### src/rtl/vce2_pkg.sv
// Shared definitions for the VCE2 vector datapath: default widths and the
// register-file sequencer state encoding.
package vce2_pkg;

  localparam int unsigned DefaultAddrWidth = 32;
  localparam int unsigned DefaultDataWidth = 32;
  localparam int unsigned DefaultVlWidth   = 8;

  typedef enum logic [3:0] {
    VRF_IDLE,
    VRF_LOAD,
    VRF_RD1,
    VRF_RD2,
    VRF_RD3,
    VRF_WAIT,
    VRF_EXEC,
    VRF_WR,
    VRF_DONE
  } vrf_state_e;

  // Which operand register the read data returning this cycle belongs to.
  typedef enum logic [1:0] {
    OPND_NONE,
    OPND_RS1,
    OPND_RS2,
    OPND_RD
  } opnd_sel_e;

endpackage

### src/rtl/vce2_vrf_seq.sv
// Vector register-file sequencer: per element, reads rs1/rs2/old rd through the
// AGU, hands the operands to the ALU and writes the result back to rd.
module vce2_vrf_seq
  import vce2_pkg::*;
#(
  parameter int unsigned AddrWidth = DefaultAddrWidth,
  parameter int unsigned DataWidth = DefaultDataWidth,
  parameter int unsigned VlWidth   = DefaultVlWidth
) (
  input  logic                 clk_i,
  input  logic                 rst_i,
  input  logic                 start_i,
  input  logic [VlWidth-1:0]   vl_i,
  input  logic                 use_rs2_i,
  input  logic                 use_rd_i,
  output logic                 busy_o,
  output logic                 done_o,
  output logic                 agu_load_o,
  output logic                 agu_get_rs1_o,
  output logic                 agu_get_rs2_o,
  output logic                 agu_get_rd_noincr_o,
  output logic                 agu_get_rd_o,
  output logic                 mem_req_o,
  output logic                 mem_we_o,
  output logic [DataWidth-1:0] mem_wdata_o,
  input  logic [DataWidth-1:0] mem_rdata_i,
  output logic [DataWidth-1:0] alu_a_o,
  output logic [DataWidth-1:0] alu_b_o,
  output logic [DataWidth-1:0] alu_c_o,
  output logic                 alu_valid_o,
  input  logic                 alu_done_i,
  input  logic [DataWidth-1:0] alu_result_i
);

  // Addresses are produced by the AGU; they must at least span one word.
  if (AddrWidth < 2) begin : g_addr_width_check
    $error("vce2_vrf_seq: AddrWidth too small");
  end

  vrf_state_e           state_q, state_d;
  opnd_sel_e            rd_sel_q, rd_sel_d;
  logic [VlWidth-1:0]   cnt_q;
  logic                 use_rs2_q, use_rd_q;
  logic [DataWidth-1:0] a_q, b_q, c_q, res_q;

  // NOTE: every output and next-state signal gets a default first, so no path
  // through the case statement can leave one unassigned and infer a latch.
  always_comb begin
    state_d             = state_q;
    rd_sel_d            = OPND_NONE;
    busy_o              = (state_q != VRF_IDLE);
    done_o              = 1'b0;
    agu_load_o          = 1'b0;
    agu_get_rs1_o       = 1'b0;
    agu_get_rs2_o       = 1'b0;
    agu_get_rd_noincr_o = 1'b0;
    agu_get_rd_o        = 1'b0;
    mem_req_o           = 1'b0;
    mem_we_o            = 1'b0;
    mem_wdata_o         = '0;
    alu_valid_o         = 1'b0;

    unique case (state_q)
      VRF_IDLE: begin
        if (start_i) state_d = VRF_LOAD;
      end
      VRF_LOAD: begin
        agu_load_o = 1'b1;
        state_d    = (cnt_q == '0) ? VRF_DONE : VRF_RD1;
      end
      VRF_RD1: begin
        mem_req_o     = 1'b1;
        agu_get_rs1_o = 1'b1;
        rd_sel_d      = OPND_RS1;
        state_d       = use_rs2_q ? VRF_RD2 : (use_rd_q ? VRF_RD3 : VRF_WAIT);
      end
      VRF_RD2: begin
        mem_req_o     = 1'b1;
        agu_get_rs2_o = 1'b1;
        rd_sel_d      = OPND_RS2;
        state_d       = use_rd_q ? VRF_RD3 : VRF_WAIT;
      end
      VRF_RD3: begin
        mem_req_o           = 1'b1;
        agu_get_rd_noincr_o = 1'b1;
        rd_sel_d            = OPND_RD;
        state_d             = VRF_WAIT;
      end
      VRF_WAIT: begin
        state_d = VRF_EXEC;
      end
      VRF_EXEC: begin
        alu_valid_o = 1'b1;
        if (alu_done_i) state_d = VRF_WR;
      end
      VRF_WR: begin
        mem_req_o    = 1'b1;
        mem_we_o     = 1'b1;
        agu_get_rd_o = 1'b1;
        mem_wdata_o  = res_q;
        state_d      = (cnt_q == VlWidth'(1)) ? VRF_DONE : VRF_RD1;
      end
      VRF_DONE: begin
        done_o  = 1'b1;
        state_d = VRF_IDLE;
      end
      default: state_d = VRF_IDLE;
    endcase
  end

  assign alu_a_o = a_q;
  assign alu_b_o = use_rs2_q ? b_q : '0;
  assign alu_c_o = use_rd_q  ? c_q : '0;

  // NOTE: state registers use non-blocking assignments so every flop samples
  // the pre-edge values of the others, independent of statement order.
  // The datapath registers are few and explicitly cleared, so a reset leaves
  // no stale operand or result visible on the outputs.
  always_ff @(posedge clk_i or posedge rst_i) begin
    if (rst_i) begin
      state_q   <= VRF_IDLE;
      rd_sel_q  <= OPND_NONE;
      cnt_q     <= '0;
      use_rs2_q <= 1'b0;
      use_rd_q  <= 1'b0;
      a_q       <= '0;
      b_q       <= '0;
      c_q       <= '0;
      res_q     <= '0;
    end else begin
      state_q  <= state_d;
      rd_sel_q <= rd_sel_d;

      if (state_q == VRF_IDLE && start_i) begin
        cnt_q     <= vl_i;
        use_rs2_q <= use_rs2_i;
        use_rd_q  <= use_rd_i;
      end else if (state_q == VRF_WR) begin
        cnt_q <= cnt_q - VlWidth'(1);
      end

      if (state_q == VRF_EXEC && alu_done_i) res_q <= alu_result_i;

      // Read data arrives one cycle after its request, whatever state we are in.
      unique case (rd_sel_q)
        OPND_RS1: a_q <= mem_rdata_i;
        OPND_RS2: b_q <= mem_rdata_i;
        OPND_RD:  c_q <= mem_rdata_i;
        default: ;
      endcase
    end
  end

endmodule
### config.mk
export PLATFORM = sky130hd
export DESIGN_NAME = vce2_vrf_seq
export DESIGN_NICKNAME = d
export VERILOG_FILES = /design/src/rtl/vce2_pkg.sv /design/src/rtl/vce2_vrf_seq.sv
export SDC_FILE = /design/constraint.sdc
export NUM_CORES = 1
export LEC_CHECK = 0
export ABC_AREA = 1
export BUFFER_PORTS_ARGS = -buffer_cell sky130_fd_sc_hd__buf_4
export CAP_MARGIN = 20
export CORE_MARGIN = 2
export CORE_UTILIZATION = 46
export DETAILED_ROUTE_END_ITERATION = 7
export PLACE_DENSITY_LB_ADDON = 0.08
export SKIP_CTS_REPAIR_TIMING = 1
export SLEW_MARGIN = 10
export SYNTH_ARGS = -nofsm -noshare
export SYNTH_HDL_FRONTEND = slang
export SYNTH_SLANG_ARGS = --single-unit
export TNS_END_PERCENT = 5
### constraint.sdc
create_clock -name clk_i -period 4.7 [get_ports clk_i]
set_input_delay 0.94 -clock clk_i [delete_from_list [all_inputs] [get_ports clk_i]]
set_output_delay 0.94 -clock clk_i [all_outputs]
set_load 0.1 [all_outputs]
==> results.yml, run 1 <==
outcome:
  outcome: "finished clean"
grt:
  grt_overflow_total: 0
  antenna_found_initial: 0
  grt_pass1_vias: 5410
  track_usage_pct: 22.8
  grt_start_max_net_pins: 65
  grt_pass1_wl_mm: 26.9
synthesis:
  synth_top_area_share_pct: 55.1
  synth_cell_types: 27
  synthesis.nets: 916
  yosysMostFrequentCell: "nand2_1"
  netlist_area_um2: 6550
  synth-compound-area-share_pct: 8.32
  synth_fa_ha_area_share_pct: 0.574
  synthArstFlopShare_pct: 100
  synth_top_cell_by_area: "dfrtp_1"
  synth-xor-area-share_pct: 0
  synthMuxAreaShare_pct: 0
  synthCells: 835
  ys_seq_area_share_pct: 55.1
  ys_top_cells_by_area: "dfrtp_1 55%, nand2_1 15%, inv_1 8.8%, o21ai_0 6.0%, nand3_1 3.7%"
  ys_ff_latch: 144
  synth_top_family_by_area: "simple AND/OR/NAND/NOR gates"
  avgSynthCellArea_um2: 7.84
  synth_flop_cell: "dfrtp_1"
  synthSimpleGateAreaFrac_pct: 23.7
  synth_edf_count: 0
  synth_common_cells: "264 x nand2_1, 153 x inv_1, 144 x dfrtp_1"
  ys.warnings.count: 0
worst_setup_path:
  critical_path.slowest_cell: "dfrtp_1"
  r2r_start: "state_q[2]$_DFFE_PP0P_"
  cp.arrival_ns: 2.09
  critical_path.max_fanout: 37
  path_common_cell: "nand2_2"
  crit_family: "simple AND/OR/NAND/NOR gates"
  rr_worst_depth: 7
  cpPeakStageDelay_ns: 0.45
  worstSetupEndpointType: "primary output"
  start_kind: "register"
  r2r_setup_slack_ns: 2.85
  cp_cell_sequence: "nand2_2 > inv_1 > nand2_2 > nand3_1 > buf_4"
  crit_buf_inv: 2
  r2r_end: "res_q[11]$_DFFE_PP0P_"
  path_class: "register to primary output"
  cp.required_ns: 3.76
sta:
  maxSlewViolCount: 0
  setup_viol: 0
  clock_skew_ns: 0.00749
  hold_viol: 0
  rsz0062_at_grt: "false"
  fmax_mhz: 330
  max_slew_margin_pct: 32.8
  setup_tns_ns: 0
  post-route-period-util_pct: 64.5
  tightestPinTransition_ns: 1.00
  min_period_ns: 3.03
detailed_routing:
  wire_per_inst_um: 13.3
  drc: 0
  drtAntennaViolNets: 0
  dr.pass1.iters: 4
  vias_per_cell: 4.63
  drt_iter0_markers: 288
  vias: 5671
  wl_mm: 16.3
clocking:
  cts.sinks: 144
  cts_buffers: 17
  clockBufferDepth: 2
  cts_tree: "done"
  clk_pin_slew_ns: 0.06
  clkLatencyLatePin_ns: 0.42
  htreeDepth: 4
  cts-root-buf: "clkbuf_16"
floorplanning:
  die_y_um: 123
  core_um2: 13900
  ios: 216
  row_count: 43
  initial_core_util_pct: 47.2
  dieArea_um2: 15200
  fp.dieW_um: 123
flow_run:
  drv_cap: 0
min_path:
  min_to: "res_q[21]$_DFFE_PP0P_"
  min_path_cells: 2
  hold_path_startpoint: "res_q[21]$_DFFE_PP0P_"
  hp-class: "register to register"
placement:
  placed_cells: 1192
  portBuffers: 215
  place_hpwl_mm: 11.2
  place.gp.congestion: 0.843
finish:
  seq_area_um2: 3600
  multiInputGateArea_um2: 2140
  drive_above_1_share_pct: 25.7
  n_antenna_cell: 0
  area_growth_pct: 36.9
  n_fill_cell: 1293
  final_cells: 1226
  nets: 1114
[layout by cell type (no fill, tap or decap), types with 3 or more instances in the layout]
master     synthesis  final
bufinv_16          0      5
nor2_1            53     53
inv_1            153    152
nand2_2            2      4
clkbuf_16          0     17
nand3_1           48     48
ha_1               3      3
o21ai_0           79     79
clkbuf_8           0      5
buf_4              5    218
nand4_1            3      3
nand2_1          264    262
dfrtp_1          144    144
or2_2              3      4
o21ai_1           23     23
o211ai_1           3      3
[cell families (layout without fill, tap and decap cells)]
group,Yosys count,count (layout)
compound gates,107,107
fa+ha+maj,3,3
buf+inv,199,410
flops,144,144
simple gates,382,382
[worst max path at each step]
stage / slack [ns] / cells past startpoint / startpoint / endpoint
after floorplan: 0.82 / 5 / state_q[1]$_DFFE_PP0P_ / mem_req_o
after global placement: 1.99 / 3 / use_rd_q$_DFFE_PP0P_ / alu_c_o[1]
after detailed placement: 2.09 / 5 / state_q[1]$_DFFE_PP0P_ / mem_req_o
after global routing: 1.47 / 5 / state_q[1]$_DFFE_PP0P_ / mem_req_o
after CTS: 1.64 / 5 / state_q[1]$_DFFE_PP0P_ / mem_req_o
final: 1.67 / 5 / state_q[1]$_DFFE_PP0P_ / mem_req_o
[worst register-to-register path: cells and delay by family, from the launching register on]
kind | cells | cell delay, ns
AND/OR/NAND/NOR | 5 | 0.81
buffers and inverters | 2 | 0.52
flip-flops | 1 | 0.41
[per-layer routing]
metal,GRT usage [%],wire (um),vias up
li1,-,-,2904
met1,30.3,7230,2585
met2,36.3,7670,167
met3,6.69,1230,15
met4,7.10,186,0
met5,0,0,-
[state kept, by name, indices dropped and copies added, names as in the netlist]
| name | cells |
|---|---|
| cnt_q | 8 |
| use_rs2_q | 1 |
| res_q | 32 |
| use_rd_q | 1 |
| state_q | 4 |
| alu_a_o | 32 |
| c_q | 32 |
| b_q | 32 |
| rd_sel_q | 2 |
[metrics by stage]
step	util, %	hold slack (ns)	setup WS [ns]	area (um2)
floorplan	-	0.442	0.824	6550
global placement	59.2	0.455	1.99	8210
detailed placement	59.4	0.458	2.09	8240
CTS	64.2	0.474	1.64	8910
global route	64.6	0.488	1.47	8960
finish	64.6	0.467	1.67	8960
[cell type report]
cell class	count	share of cell area, %
clock inverter	9	1.97
tap	180	2.51
clock buffer	23	5.56
multi-input combinational	492	23.9
timing repair buffer	222	19.3
sequential	144	40.2
inverter	156	6.58
Power of run 1 is not shown: default switching activity piles up to over one toggle a cycle in this logic, so the estimate is an artifact.
==> inputs of run 2 (changes only) <==
ABC_AREA = 0   (was 1)
clock period = 2.6 ns   (was 4.7 ns; I/O delays follow)
==> run 2 against run 1 <==
Cell area is 1.7% lower. Sequential cell count stayed put. Clock skew is 0.0021 ns lower. Non-clock buffer count is 2 higher. Highest routed layer unchanged.
==> results.yml, run 2 <==
finish:
  drive_above_1_share_pct: 55.2
  final_core_util_pct: 63.7
  nets: 776
  n_antenna_cell: 0
  area_growth_pct: 35.9
  final_cell_mix: "222 x buf_4, 143 x dfrtp_1, 96 x and2_1"
  final_common_cell: "buf_4"
worst_setup_path:
  r2r_end: "res_q[17]$_DFFE_PP0P_"
  cp_cell_sequence: "nand4b_2 > inv_4 > and2_1 > buf_4"
  cp.required_ns: 2.08
  critical_path.slowest_cell: "dfrtp_2"
  rr_worst_depth: 6
  worstSetupEndpointType: "primary output"
  critical_path.max_fanout: 41
  crit_family: "buffers and inverters"
  path_class: "register to primary output"
  start_kind: "register"
  r2r_start: "state_q[2]$_DFFE_PP0P_"
  cpPeakStageDelay_ns: 0.49
  r2r_setup_slack_ns: 0.71
  cp.arrival_ns: 1.94
  crit_buf_inv: 2
placement:
  place_hpwl_mm: 9.88
  portBuffers: 215
  place.gp.congestion: 0.791
  dpl_worst_slack_ns: 0.313
detailed_routing:
  wire_per_inst_um: 16.1
  drc: 0
  drt_iter0_markers: 253
  wl_mm: 14.3
  dr.pass1.iters: 4
  vias_per_cell: 4.95
  vias: 4387
  drtAntennaViolNets: 0
sta:
  setup_slack_ns: 0.145
  hold_viol: 0
  setup_viol: 0
  setup_tns_ns: 0
  clock_skew_ns: 0.00540
  tightestPinTransition_ns: 0.965
  rsz0062_at_grt: "false"
  fmax_mhz: 407
  max_slew_margin_pct: 35.7
  post-route-period-util_pct: 94.4
  maxSlewViolCount: 0
  min_period_ns: 2.46
min_path:
  hp-class: "input port to async pin"
floorplanning:
  dieArea_um2: 15000
  fp.dieW_um: 123
  core_um2: 13800
  ios: 216
  initial_core_util_pct: 46.9
  die_y_um: 123
  row_count: 43
synthesis:
  synth-xor-area-share_pct: 1.08
  synth_flop_cell: "dfrtp_1"
  ys_top_cells_by_area: "dfrtp_1 56%, mux2_2 17%, and2_1 9.3%, mux2_4 7.0%, buf_2 1.0%"
  synth_edf_count: 0
  avgSynthCellArea_um2: 13.4
  synth_cell_types: 40
  synthArstFlopShare_pct: 100
  synth-compound-area-share_pct: 1.64
  synthMuxAreaShare_pct: 24.3
  yosysMostFrequentCell: "dfrtp_1"
  synth_common_cells: "144 x dfrtp_1, 96 x and2_1, 95 x mux2_2"
  netlist_area_um2: 6480
  synth_top_family_by_area: "multiplexers"
  synth_top_area_share_pct: 55.6
  synthesis.nets: 563
  synthSimpleGateAreaFrac_pct: 14.0
  synth_fa_ha_area_share_pct: 0.579
  synthCells: 482
  ys_ff_latch: 144
  synth_top_cell_by_area: "dfrtp_1"
  ys_seq_area_share_pct: 55.6
  ys.warnings.count: 0
clocking:
  clkLatencyLatePin_ns: 0.41
  cts-root-buf: "clkbuf_16"
  clockBufferDepth: 2
  clk_pin_slew_ns: 0.06
  htreeDepth: 4
  cts.sinks: 144
  cts_buffers: 17
  cts_tree: "done"
grt:
  grt_start_max_net_pins: 67
  grt_pass1_wl_mm: 22.3
  track_usage_pct: 19.6
  grt_overflow_total: 0
  grt_pass1_vias: 4484
  antenna_found_initial: 0
flow_run:
  drv_cap: 0
outcome:
  outcome: "finished clean"
run 2: worst max-delay path by stage:
| stage | start | to | slack (ns) | cells past startpoint |
|---|---|---|---|---|
| final | state_q[0]$_DFFE_PP0P_ | mem_wdata_o[14] | 0.14 | 4 |
| after global routing | state_q[0]$_DFFE_PP0P_ | mem_wdata_o[19] | 0.02 | 4 |
| after CTS | state_q[0]$_DFFE_PP0P_ | mem_wdata_o[14] | -0.17 | 4 |
| after detailed placement | state_q[0]$_DFFE_PP0P_ | mem_wdata_o[28] | 0.31 | 4 |
| after global placement | state_q[0]$_DFFE_PP0P_ | mem_wdata_o[7] | 0.40 | 4 |
| after floorplan | state_q[2]$_DFFE_PP0P_ | done_o | -1.73 | 2 |
run 2: routing by layer:
metal	GRT usage [%]	wire, um	share of wire [%]
met1	24.1	6020	42
met2	31.6	6860	48
met3	6.04	1080	7.5
met4	8.91	320	2.2
met5	0	0	0
run 2: area by class of cell:
type / count / area (um2)
Clock buffer: 25 / 485
Clock inverter: 6 / 57.6
Multi-Input combinational cell: 303 / 2700
Fill cell: 1090 / 5020
Tap cell: 180 / 225
Timing Repair Buffer: 224 / 1710
Inverter: 5 / 25.0
Sequential cell: 144 / 3600
run 2: kinds of logic (layout without fill, tap and decap cells):
group                    count (synthesis)  count (layout)
AND/OR/NAND/NOR                        145             145
flip-flops                             144             144
multiplexers                           130             130
buffers and inverters                   35             260
AO/OA/AOI/OAI                           17              17
XOR/XNOR                                 8               8
adder cells (fa/ha/maj)                  3               3
run 2: per-stage QoR:
step,hold WS (ns),instance area [um2],instances
floorplan,0.456,6480,482
global placement,0.470,8260,856
detailed placement,0.475,8260,856
CTS,0.0741,8800,887
global route,0.0969,8810,887
finish,0.0861,8810,887
run 2: worst reg2reg max path, stage by stage (launching register included):
cell      delay, ns
dfrtp_1        0.40
buf_4          0.19
nand2b_1       0.16
nor2_2         0.07
nand2_2        0.07
buf_4          0.46
mux2_2         0.43
Power of run 2 is left out for the same reason.
